**src/rtl/spi_pkg.sv**
```systemverilog
// Shared types and constants for the byte-wide SPI master.
package spi_pkg;

  typedef enum logic [1:0] {
    IDLE  = 2'd0,
    SHIFT = 2'd1,
    HELD  = 2'd2,
    TAIL  = 2'd3
  } spi_state_e;

  localparam int BITS_PER_BYTE = 8;

  // SPI mode 0: SCK idles low, data sampled on the leading (rising) edge.
  localparam logic CPOL = 1'b0;
  localparam logic CPHA = 1'b0;

endpackage

```
**src/rtl/spi_sck_gen.sv**
```systemverilog
// SCK generator: CLK_DIV clk cycles per half-period, with strobes that are
// high during the cycle whose closing clk edge toggles SCK.
import spi_pkg::*;

module spi_sck_gen #(
  parameter int unsigned CLK_DIV = 2
) (
  input  logic clk,
  input  logic rst,
  input  logic en,
  output logic sck,
  output logic rise,
  output logic fall
);

  localparam logic [7:0] LAST = 8'(CLK_DIV - 1);

  logic [7:0] phase_cnt;
  logic       edge_now;

  assign edge_now = en && (phase_cnt == LAST);
  assign rise     = edge_now && !sck;
  assign fall     = edge_now && sck;

  always_ff @(posedge clk or posedge rst) begin
    if (rst) begin
      phase_cnt <= '0;
      sck       <= CPOL;
    end else if (!en) begin
      phase_cnt <= '0;
      sck       <= CPOL;
    end else if (phase_cnt == LAST) begin
      phase_cnt <= '0;
      sck       <= ~sck;
    end else begin
      phase_cnt <= phase_cnt + 8'd1;
    end
  end

endmodule

```
**src/rtl/spi_master_byte.sv**
```systemverilog
// Byte-wide SPI master (mode 0, MSB first) with optional CS hold across bytes.
// Handshake: start is accepted on any clk edge where busy is low; each accepted start yields exactly one done pulse.
import spi_pkg::*;

module spi_master_byte #(
  parameter int unsigned CLK_DIV = 2
) (
  input  logic       clk,
  input  logic       rst,
  input  logic       start,
  input  logic       keep_cs,
  input  logic       cs_release,
  input  logic [7:0] tx_data,
  output logic [7:0] rx_data,
  output logic       busy,
  output logic       done,
  output logic       spi_cs_n,
  output logic       spi_sck,
  output logic       spi_mosi,
  input  logic       spi_miso
);

  localparam logic [7:0] LAST = 8'(CLK_DIV - 1);

  spi_state_e state;
  logic       keep_q;
  logic [2:0] bit_cnt;
  logic [6:0] tx_sr;
  logic [7:0] rx_sr;
  logic [7:0] tail_cnt;
  logic       sck_en;
  logic       sck_rise;
  logic       sck_fall;
  logic       sample_stb;
  logic       shift_stb;

  assign sck_en = (state == SHIFT);

  spi_sck_gen #(.CLK_DIV(CLK_DIV)) u_sck_gen (
    .clk  (clk),
    .rst  (rst),
    .en   (sck_en),
    .sck  (spi_sck),
    .rise (sck_rise),
    .fall (sck_fall)
  );

  assign sample_stb = (CPOL ^ CPHA) ? sck_fall : sck_rise;
  assign shift_stb  = (CPOL ^ CPHA) ? sck_rise : sck_fall;

  always_ff @(posedge clk or posedge rst) begin
    if (rst) begin
      state    <= IDLE;
      spi_cs_n <= 1'b1;
      spi_mosi <= 1'b0;
      busy     <= 1'b0;
      done     <= 1'b0;
      rx_data  <= 8'h00;
      keep_q   <= 1'b0;
      bit_cnt  <= 3'd0;
      tx_sr    <= 7'd0;
      rx_sr    <= 8'h00;
      tail_cnt <= 8'd0;
    end else begin
      done <= 1'b0;
      case (state)
        IDLE, HELD: begin
          // start takes priority over cs_release when both arrive in HELD
          if (start) begin
            state    <= SHIFT;
            keep_q   <= keep_cs;
            tx_sr    <= tx_data[6:0];
            spi_mosi <= tx_data[7];
            spi_cs_n <= 1'b0;
            busy     <= 1'b1;
            bit_cnt  <= 3'(BITS_PER_BYTE - 1);
          end else if (state == HELD && cs_release) begin
            state    <= TAIL;
            spi_cs_n <= 1'b1;
            busy     <= 1'b1;
            tail_cnt <= 8'd0;
          end
        end
        SHIFT: begin
          if (sample_stb) begin
            rx_sr <= {rx_sr[6:0], spi_miso};
          end
          if (shift_stb) begin
            bit_cnt <= bit_cnt - 3'd1;
            if (bit_cnt == 3'd0) begin
              done    <= 1'b1;
              rx_data <= rx_sr;
              if (keep_q) begin
                state <= HELD;
                busy  <= 1'b0;
              end else begin
                state    <= TAIL;
                spi_cs_n <= 1'b1;
                tail_cnt <= 8'd0;
              end
            end else begin
              spi_mosi <= tx_sr[6];
              tx_sr    <= {tx_sr[5:0], 1'b0};
            end
          end
        end
        TAIL: begin
          if (tail_cnt == LAST) begin
            state    <= IDLE;
            busy     <= 1'b0;
            tail_cnt <= 8'd0;
          end else begin
            tail_cnt <= tail_cnt + 8'd1;
          end
        end
        default: state <= IDLE;
      endcase
    end
  end

endmodule

```
**config.mk**
```make
export PLATFORM = sky130hd
export DESIGN_NAME = spi_master_byte
export DESIGN_NICKNAME = d
export VERILOG_FILES = /design/src/rtl/spi_pkg.sv /design/src/rtl/spi_sck_gen.sv /design/src/rtl/spi_master_byte.sv
export SDC_FILE = /design/constraint.sdc
export NUM_CORES = 1
export LEC_CHECK = 0
export ABC_AREA = 1
export BUFFER_PORTS_ARGS = -buffer_cell sky130_fd_sc_hd__buf_2
export CAP_MARGIN = 10
export CORE_ASPECT_RATIO = 1.5
export CORE_MARGIN = 2
export CORE_UTILIZATION = 62
export CTS_CLUSTER_DIAMETER = 120
export CTS_CLUSTER_SIZE = 25
export DETAILED_ROUTE_END_ITERATION = 10
export PLACE_DENSITY = 0.86
export REMOVE_ABC_BUFFERS = 1
export SLEW_MARGIN = 15
export SYNTH_ARGS = -nofsm -noshare
export SYNTH_HDL_FRONTEND = slang
export SYNTH_SLANG_ARGS = --single-unit
```
**constraint.sdc**
```tcl
create_clock -name clk -period 2.68 [get_ports clk]
set_input_delay 0.268 -clock clk [delete_from_list [all_inputs] [get_ports clk]]
set_output_delay 0.268 -clock clk [all_outputs]
set_load 0.03 [all_outputs]
```
Word-level counts from Yosys, hierarchy flattened
Index checks and enable logic that the tools add are counted.
{"block": "word_totals", "reg_bits": 50, "out_inout_bits": 13}
{"block": "op_classes", "reduce_logical": 18, "n_addsub": 3, "eq_ne": 16, "bitwise_logic": 1, "n_mux": 44}
{"cell": "$mux 8", "n": 8}
{"cell": "$pmux 8 s3", "n": 1}
{"cell": "$mux 7", "n": 3}
{"cell": "$ne 2x2->1 const B", "n": 10}
{"cell": "$mux 1", "n": 19}
{"cell": "$add 8x1->8 const B", "n": 2}
{"cell": "$eq 8x1->1 const B", "n": 2}
{"cell": "$reduce_and 5->1", "n": 3}
{"cell": "$pmux 7 s2", "n": 1}
{"cell": "$mux 2", "n": 5}
{"cell": "$reduce_and 4->1", "n": 2}
{"cell": "$mux 3", "n": 2}
{"cell": "$pmux 2 s3", "n": 1}
{"cell": "$pmux 3 s2", "n": 1}
{"cell": "$reduce_and 3->1", "n": 2}
{"cell": "$eq 2x2->1 const B", "n": 2}
{"cell": "$logic_and 1x1->1", "n": 4}
{"cell": "$pmux 1 s2", "n": 2}
{"cell": "$reduce_and 2->1", "n": 2}
{"cell": "$logic_not 3->1", "n": 1}
{"cell": "$ne 3x3->1 const B", "n": 1}
{"cell": "$pmux 1 s3", "n": 1}
{"cell": "$sub 3x1->3 const B", "n": 1}
{"cell": "$eq 2x1->1 const B", "n": 1}
{"cell": "5 further kinds", "n": 5}

Logic depth before layout (Yosys ltp)
Gate-level depths: netlist (run 1).
{"block": "depth", "ltp_word": 5, "ltp_mapped": 10, "mapped_depth_nobuf": 10}

Cells and area by module
Synthesis (run 1) repeated with hierarchy kept, for this count alone.
{"block": "unflattened", "cells_unflattened": 305, "hier_area_um2": 2481.1}
{"mod": "spi_master_byte", "seq_area_each_um2": 1027.2, "area_per_inst_um2": 1975.6, "instances": 1, "cells_per_inst": 236}
{"mod": "spi_sck_gen", "seq_area_each_um2": 225.2, "area_per_inst_um2": 505.5, "instances": 1, "cells_per_inst": 69}

Least setup slack after synthesis (run 1)
OpenSTA, ideal clock, no wires.
{"block": "synth_timing", "path_type": "reg2reg", "startpoint": "reg u_sck_gen.sck", "endpoint": "reg spi_mosi", "setup_time_ns": 0.122, "arrival_time_ns": 1.323, "t_required_ns": 2.558, "period_less_slack_ns": 1.445, "setup_slack_ns": 1.235, "stages_incl_launch_ff": 9, "n_path_buf": 1, "path_cell_list": "dfrtp_1 > inv_1 > nor2_4 > nand3_4 > nand2_4 > o21ai_4 > buf_6 > nand2_1 > o21ai_2"}
{"block": "synth_between", "elab_chain_cells": 3}
{"element": "from (decl)", "line": "spi_sck_gen.sv:11", "source": "output logic sck,"}
{"element": "from (signal assigned)", "line": "spi_sck_gen.sv:34", "source": "sck <= ~sck;"}
{"element": "$logic_and 1x1->1", "line": "spi_sck_gen.sv:23", "source": "assign fall = edge_now && sck;"}
{"element": "$ne 2x2->1 (no line)"}
{"element": "$reduce_and 4->1 (no line)"}
{"element": "to (signal assigned)", "line": "spi_master_byte.sv:73", "source": "spi_mosi <= tx_data[7];"}
{"element": "to (signal assigned)", "line": "spi_master_byte.sv:102", "source": "spi_mosi <= tx_sr[6];"}
{"element": "to (decl)", "line": "spi_master_byte.sv:19", "source": "output logic spi_mosi,"}
No other way between the ends.
A chain may end at the register's enable or synchronous reset.

Worst setup path after layout (run 1)
{"block": "layout_timing", "startpoint": "reg bit_cnt[0]", "endpoint": "reg tail_cnt[0]"}
{"block": "layout_between", "elab_chain_cells": 3}
{"element": "from (decl)", "line": "spi_master_byte.sv:27", "source": "logic [2:0] bit_cnt;"}
{"element": "from (signal assigned)", "line": "spi_master_byte.sv:76", "source": "bit_cnt <= 3'(BITS_PER_BYTE - 1);"}
{"element": "from (signal assigned)", "line": "spi_master_byte.sv:89", "source": "bit_cnt <= bit_cnt - 3'd1;"}
{"element": "$logic_not 3->1", "line": "spi_master_byte.sv:90", "source": "if (bit_cnt == 3'd0) begin"}
{"element": "$ne 2x2->1 (no line)"}
{"element": "$reduce_and 5->1 (no line)"}
{"element": "to (signal assigned)", "line": "spi_master_byte.sv:113", "source": "tail_cnt <= tail_cnt + 8'd1;"}
{"element": "to (decl)", "line": "spi_master_byte.sv:30", "source": "logic [7:0] tail_cnt;"}
No other way between the ends.

==> flow_metrics.py, run 1 <==
metrics = {
    "setup_path": {
        "critical-path-max-stage-delay_ns": 0.38,
        "crit_fanout": 8,
        "crit_chain": "inv_1 > ha_1 > nand2_1 > o21ai_0 > nand4_2 > nand2_1 > nand2_1",
        "worstPathArrival_ns": 1.91,
        "cpMaxStageDelayCell": "dfrtp_1",
        "start_kind": "flop",
        "crit_path_frequent_cell": "nand2_1",
        "cp_top_family": "simple AND/OR/NAND/NOR gates",
        "worstSetupPathType": "reg2reg",
        "critPathCaptureType": "flop",
        "crit_buf_inv": 1,
        "worstPathRequired_ns": 2.89,
    },
    "global_routing": {
        "grt_pass1_wl_mm": 7.88,
        "antenna_found_initial": 0,
        "track_usage_pct": 22.6,
        "grt_max_degree": 51,
        "grt-ovfl-total": 0,
        "grt_pass1_vias": 1765,
    },
    "finish": {
        "layout_commonest_cell": "nand2_1",
        "nets": 328,
        "fin_cells": 354,
        "area_delta_synth_final_pct": 9.52,
        "final_cell_mix": "77 x nand2_1, 49 x dfrtp_1, 31 x inv_1, 26 x buf_2, 22 x o21ai_2",
        "drive_above_1_share_pct": 26.2,
        "antennaDiodeCount": 0,
        "n_fill_cell": 296,
    },
    "synth": {
        "ys_ff_latch": 50,
        "yosysUniqueCellTypes": 33,
        "syn_area_mm2": 0.00250,
        "synth_top_area_cell": "dfrtp_1",
        "synth_top_area_share_pct": 49.1,
        "synth_area_per_cell_um2": 8.91,
        "synthArstFlopShare_pct": 100,
        "synth_edf_count": 0,
        "ys.flop_type": "dfrtp_1",
        "synthCells": 280,
        "ys_warn_count": 0,
        "synthTopCellsByArea": "dfrtp_1 49%, nand2_1 12%, o21ai_2 7.7%",
        "seq_area_frac_synth_pct": 50.2,
    },
    "detailed_routing": {
        "wl_per_cell_um": 13.0,
        "drtIter0Drc": 80,
        "firstDrtPassIters": 4,
        "routed_wl_mm": 4.60,
        "drc": 0,
        "num_vias": 1864,
        "final_antenna_net_count": 0,
        "via_per_inst": 5.27,
    },
    "sta": {
        "slew_viol_final": 0,
        "post-route-period-util_pct": 63.4,
        "fmax_ghz": 0.589,
        "worstMarginPinSlew_ns": 0.995,
        "finalSetupViolations": 0,
        "rsz0062_at_grt": "no",
        "slew_headroom_pct": 33.6,
        "hold_violations": 0,
        "min_period_ns": 1.70,
        "finalClockSkew_ns": 0.00865,
        "tns_ns": 0,
    },
    "clocking": {
        "h-tree-depth": 2,
        "cts.sinks": 50,
        "numCtsBuffers": 5,
        "ctsHoldBuffers": 0,
        "cts_root_buf": "clkbuf_8",
        "cts_tree": "built",
        "clk_pin_slew_ns": 0.10,
        "cts_setup_buffers": 0,
        "clk_path_buf_depth": 2,
        "cts_resized": 0,
        "insertion_delay_ns": 0.32,
    },
    "hold_path": {
        "min_path_type": "in2async",
    },
    "die": {
        "die_w_um": 55.8,
        "die_h_um": 81.7,
        "num_io_pins": 27,
        "dieArea_mm2": 0.00456,
        "rows": 28,
        "core_region_area_mm2": 0.00389,
        "start_util_pct": 64.2,
    },
    "pwr": {
        "irDropWorstVdd_mv": 0.755,
        "leakage_nw": 1.48,
        "powerDensity_mw_per_mm2": 945,
    },
    "place": {
        "place_hpwl_mm": 3.34,
        "port_buffers": 26,
        "dpl.cell_count": 346,
        "place_congestion": 0.761,
    },
    "outcome": {
        "status": "finished, final reports clean",
    },
    "job": {
        "maxCapViolCount": 0,
    },
}
-- cells by family after synthesis --
logic type | Yosys count | synth area share [%]
flops | 50 | 50.2
fa+ha+maj | 6 | 3.01
compound gates | 40 | 12.1
simple gates | 133 | 24.3
buf+inv | 44 | 7.57
mux | 7 | 2.81
-- per-layer routing --
metal | GRT usage [%] | vias up | routed length, um
met5 | 0 | - | 0
met4 | 9.02 | 0 | 66
met3 | 5.20 | 6 | 139
met2 | 40.1 | 26 | 2420
met1 | 26.5 | 889 | 1980
li1 | - | 943 | -
-- cell type report --
| cell class | instances | area [um2] | area share [%] |
|---|---|---|---|
| clock inverter | 3 | 25.0 | 0.915 |
| sequential | 50 | 1250 | 45.8 |
| tap | 45 | 56.3 | 2.06 |
| inverter | 39 | 146 | 5.35 |
| multi-input combinational | 186 | 1050 | 38.6 |
| clock buffer | 5 | 68.8 | 2.52 |
| timing repair buffer | 26 | 130 | 4.76 |
-- worst register-to-register path: stages (launching register included) --
cell and delay, ns:
dfrtp_1 0.38, inv_1 0.13, ha_1 0.17, nand2_1 0.12, o21ai_0 0.29, nand4_2 0.31, nand2_1 0.15, nand2_1 0.06
-- synth_stat cells (2+ instances only) --
master / number
nor3_1: 2
nand3_1: 15
nor2_1: 19
ha_1: 6
o21ai_1: 2
dfrtp_1: 49
nand4_1: 3
or2_2: 4
nand2_1: 77
nand2_4: 2
nand2_2: 2
inv_2: 7
buf_6: 3
o21ai_2: 22
mux2i_1: 7
inv_1: 32
a21oi_1: 5
o21ai_0: 6
nor2_2: 3
-- power by group --
| part | switching (W) | internal (W) |
|---|---|---|
| Clock | 0.000271 | 0.000189 |
| Combinational | 0.000677 | 0.000339 |
| Sequential | 0.000147 | 0.000960 |
| Total | 0.00109 | 0.00149 |
-- final timing paths --
path,start,endpoint,slack (ns),cells after the start
min in group clk,spi_miso,rx_sr[0],0.19,3
setup / recovery,bit_cnt[0],tail_cnt[0],0.98,7
setup reg to reg,bit_cnt[0],tail_cnt[0],0.98,7
hold reg to reg,u_sck_gen.phase_cnt[7],u_sck_gen.phase_cnt[7],0.47,1
max in group asynchronous,rst,state[1],1.89,2
hold / removal,rst,rx_sr[7],0.18,2
-- registers in the layout (all words and copies together) (netlist names) --
name,flops
u_sck_gen.phase_cnt,8
spi_mosi,1
keep_q,1
busy,1
tx_sr,7
state,2
u_sck_gen.sck,1
rx_sr,8
spi_cs_n,1
tail_cnt,8
done,1
rx_data,8
bit_cnt,3
-- stage by stage --
step           utilization (%)  hold slack (ns)  setup WS [ns]  total power (W)  area [um2]
2_1_floorplan                -            0.385           1.21          0.00190        2450
3_3_place_gp              67.9            0.454           1.11          0.00208        2640
3_5_place_dp              67.9            0.454           1.06          0.00213        2640
4_1_cts                   70.3            0.183          0.999          0.00260        2730
5_1_grt                   70.3            0.174          0.815          0.00278        2730
6_report                  70.3            0.179          0.981          0.00258        2730
Note: power is estimated with default switching activity, not from simulation.
==> run 2: changes to the inputs <==
ABC_AREA = 0   (was 1)
CORE_UTILIZATION = 52   (was 62)
PLACE_DENSITY = 0.77   (was 0.86)
clock period = 1.4 ns   (was 2.68 ns; I/O delays follow)
==> flow_metrics.py, run 2 <==
metrics = {
    "finish": {
        "final_cell_mix": "49 x dfrtp_1, 41 x buf_4, 30 x nand2_1, 26 x buf_2, 16 x nor2_1",
        "antennaDiodeCount": 0,
        "fin_util_pct": 74.3,
        "n_fill_cell": 273,
        "layout_commonest_cell": "dfrtp_1",
        "drive_above_1_share_pct": 46.3,
        "nets": 319,
        "area_delta_synth_final_pct": 38.6,
    },
    "die": {
        "rows": 30,
        "start_util_pct": 53.6,
        "core_region_area_mm2": 0.00447,
        "die_h_um": 87.1,
        "num_io_pins": 27,
        "dieArea_mm2": 0.00518,
        "die_w_um": 59.4,
    },
    "synth": {
        "ys_warn_count": 0,
        "synthArstFlopShare_pct": 100,
        "synthTopCellsByArea": "dfrtp_1 51%, mux2_2 12%, nand2_1 4.9%",
        "ys_ff_latch": 50,
        "yosysUniqueCellTypes": 47,
        "synth_edf_count": 0,
        "synth_area_per_cell_um2": 10.9,
        "syn_area_mm2": 0.00240,
        "ys.flop_type": "dfrtp_1",
        "seq_area_frac_synth_pct": 52.3,
        "synth_common_cells": "49 x dfrtp_1, 31 x nand2_1, 25 x mux2_2",
        "synthCells": 220,
        "synth_top_area_share_pct": 51.2,
        "synth_top_area_cell": "dfrtp_1",
        "yosysMostFrequentCell": "dfrtp_1",
    },
    "clocking": {
        "cts_root_buf": "clkbuf_8",
        "insertion_delay_ns": 0.32,
        "cts_tree": "built",
        "h-tree-depth": 2,
        "cts.sinks": 50,
        "clk_path_buf_depth": 2,
        "numCtsBuffers": 5,
        "clk_pin_slew_ns": 0.10,
    },
    "job": {
        "maxCapViolCount": 0,
    },
    "global_routing": {
        "grt-ovfl-total": 0,
        "grt_pass1_vias": 1989,
        "antenna_found_initial": 0,
        "track_usage_pct": 23.5,
        "grt_max_degree": 24,
        "grt_pass1_wl_mm": 9.06,
    },
    "place": {
        "place_hpwl_mm": 3.63,
        "port_buffers": 26,
        "place_congestion": 0.766,
    },
    "outcome": {
        "status": "finished, violations left",
        "failed_checks": "setup timing",
    },
    "setup_path": {
        "crit_fanout": 5,
        "start_kind": "flop",
        "worstSetupPathType": "reg2reg",
        "worstPathArrival_ns": 2.26,
        "worstPathRequired_ns": 1.61,
        "critPathCaptureType": "flop",
    },
    "sta": {
        "hold_violations": 0,
        "finalClockSkew_ns": 0.00352,
        "post-route-period-util_pct": 146,
        "worstMarginPinSlew_ns": 0.618,
        "slew_headroom_pct": 58.6,
        "tns_ns": -16.16,
        "finalSetupViolations": 41,
        "min_period_ns": 2.05,
        "slew_viol_final": 0,
        "rsz0062_at_grt": "yes",
        "fmax_ghz": 0.488,
        "worst_slack_ns": -0.651,
    },
    "detailed_routing": {
        "drc": 0,
        "wl_per_cell_um": 16.7,
        "final_antenna_net_count": 0,
        "num_vias": 1935,
        "via_per_inst": 5.56,
        "routed_wl_mm": 5.82,
        "drtIter0Drc": 63,
        "firstDrtPassIters": 4,
    },
    "hold_path": {
        "min_path_type": "in2reg",
    },
    "pwr": {
        "powerDensity_mw_per_mm2": 1980,
        "leakage_nw": 1.63,
        "irDropWorstVdd_mv": 1.35,
    },
}
run 2: changes by cell type after synthesis, sizes merged, moves of 5 or more:
| cell | delta |
|---|---|
| inv | -32 |
| mux2 | +25 |
| mux2i | -5 |
| nand2 | -50 |
| nand3 | -10 |
| nor3 | +5 |
| o21ai | -25 |
| or2 | -5 |
| xor2 | +6 |
run 2: cells by family after synthesis:
kind of cell	count (synthesis)	synth area share [%]
compound gates	29	9.09
xor+xnor	9	3.29
fa+ha+maj	6	3.13
buf+inv	14	2.25
flops	50	52.3
mux	27	12.6
simple gates	85	17.4
run 2: power by group:
part	switching, W	internal (W)	leakage, nW	total, W
combinational	0.00164	0.00174	0.951	0.00338
clock	0.000540	0.000368	0.0491	0.000908
sequential	0.000329	0.00194	0.635	0.00227
total	0.00251	0.00405	1.63	0.00656
run 2: final timing paths:
check	depth (start not counted)	from	end	slack (ns)
setup / recovery	6	tail_cnt[1]	tail_cnt[5]	-0.65
hold / removal	3	tx_data[0]	tx_sr[0]	0.03
setup reg to reg	6	tail_cnt[1]	tail_cnt[5]	-0.65
hold reg to reg	1	rx_data[0]	rx_data[0]	0.51
max in group asynchronous	4	rst	rx_data[6]	0.57
min in group asynchronous	3	rst	rx_data[5]	0.35
run 2: final cells by class:
cell class | count | area, um2 | share of cell area, %
inverters | 7 | 26.3 | 0.791
well taps | 48 | 60.1 | 1.81
multi-input cells | 156 | 1300 | 39.1
repair buffers | 79 | 589 | 17.7
clock buffers | 5 | 68.8 | 2.07
flip-flops and latches | 50 | 1250 | 37.7
clock inverters | 3 | 26.3 | 0.791
run 2: metrics by stage:
stage	setup WS (ns)	hold slack [ns]	total power, W	cell area, um2	std cells
5_1_grt	-0.699	0.0357	0.00695	3320	348
2_1_floorplan	-0.598	0.257	0.00376	2370	213
6_report	-0.651	0.0348	0.00656	3320	348
3_5_place_dp	-0.624	0.161	0.00483	2910	331
4_1_cts	-0.621	0.0351	0.00620	3190	344
3_3_place_gp	-0.584	0.158	0.00472	2910	331
run 2: what timing repair did:
action	in CTS	in global routing
gates resized for setup	37	20
hold buffers	1	0
buffers inserted	4	6
pin swaps	6	10
endpoints found under the setup margin	47	42
endpoints found under the hold margin	16	0
run 2: worst max-delay path, cell delays in order (launching register included):
cell and delay (ns):
dfrtp_1 0.39, inv_1 0.06, ha_1 0.13, or4b_4 0.45, or4_4 0.44, and2_4 0.18, a221o_1 0.30
run 2: layer usage:
layer | global-route usage, % | vias up | share of wire (%)
li1 | - | 936 | -
met1 | 26.6 | 956 | 38
met2 | 41.3 | 33 | 57
met3 | 4.61 | 10 | 2.4
met4 | 11.0 | 0 | 2.5
met5 | 0 | - | 0
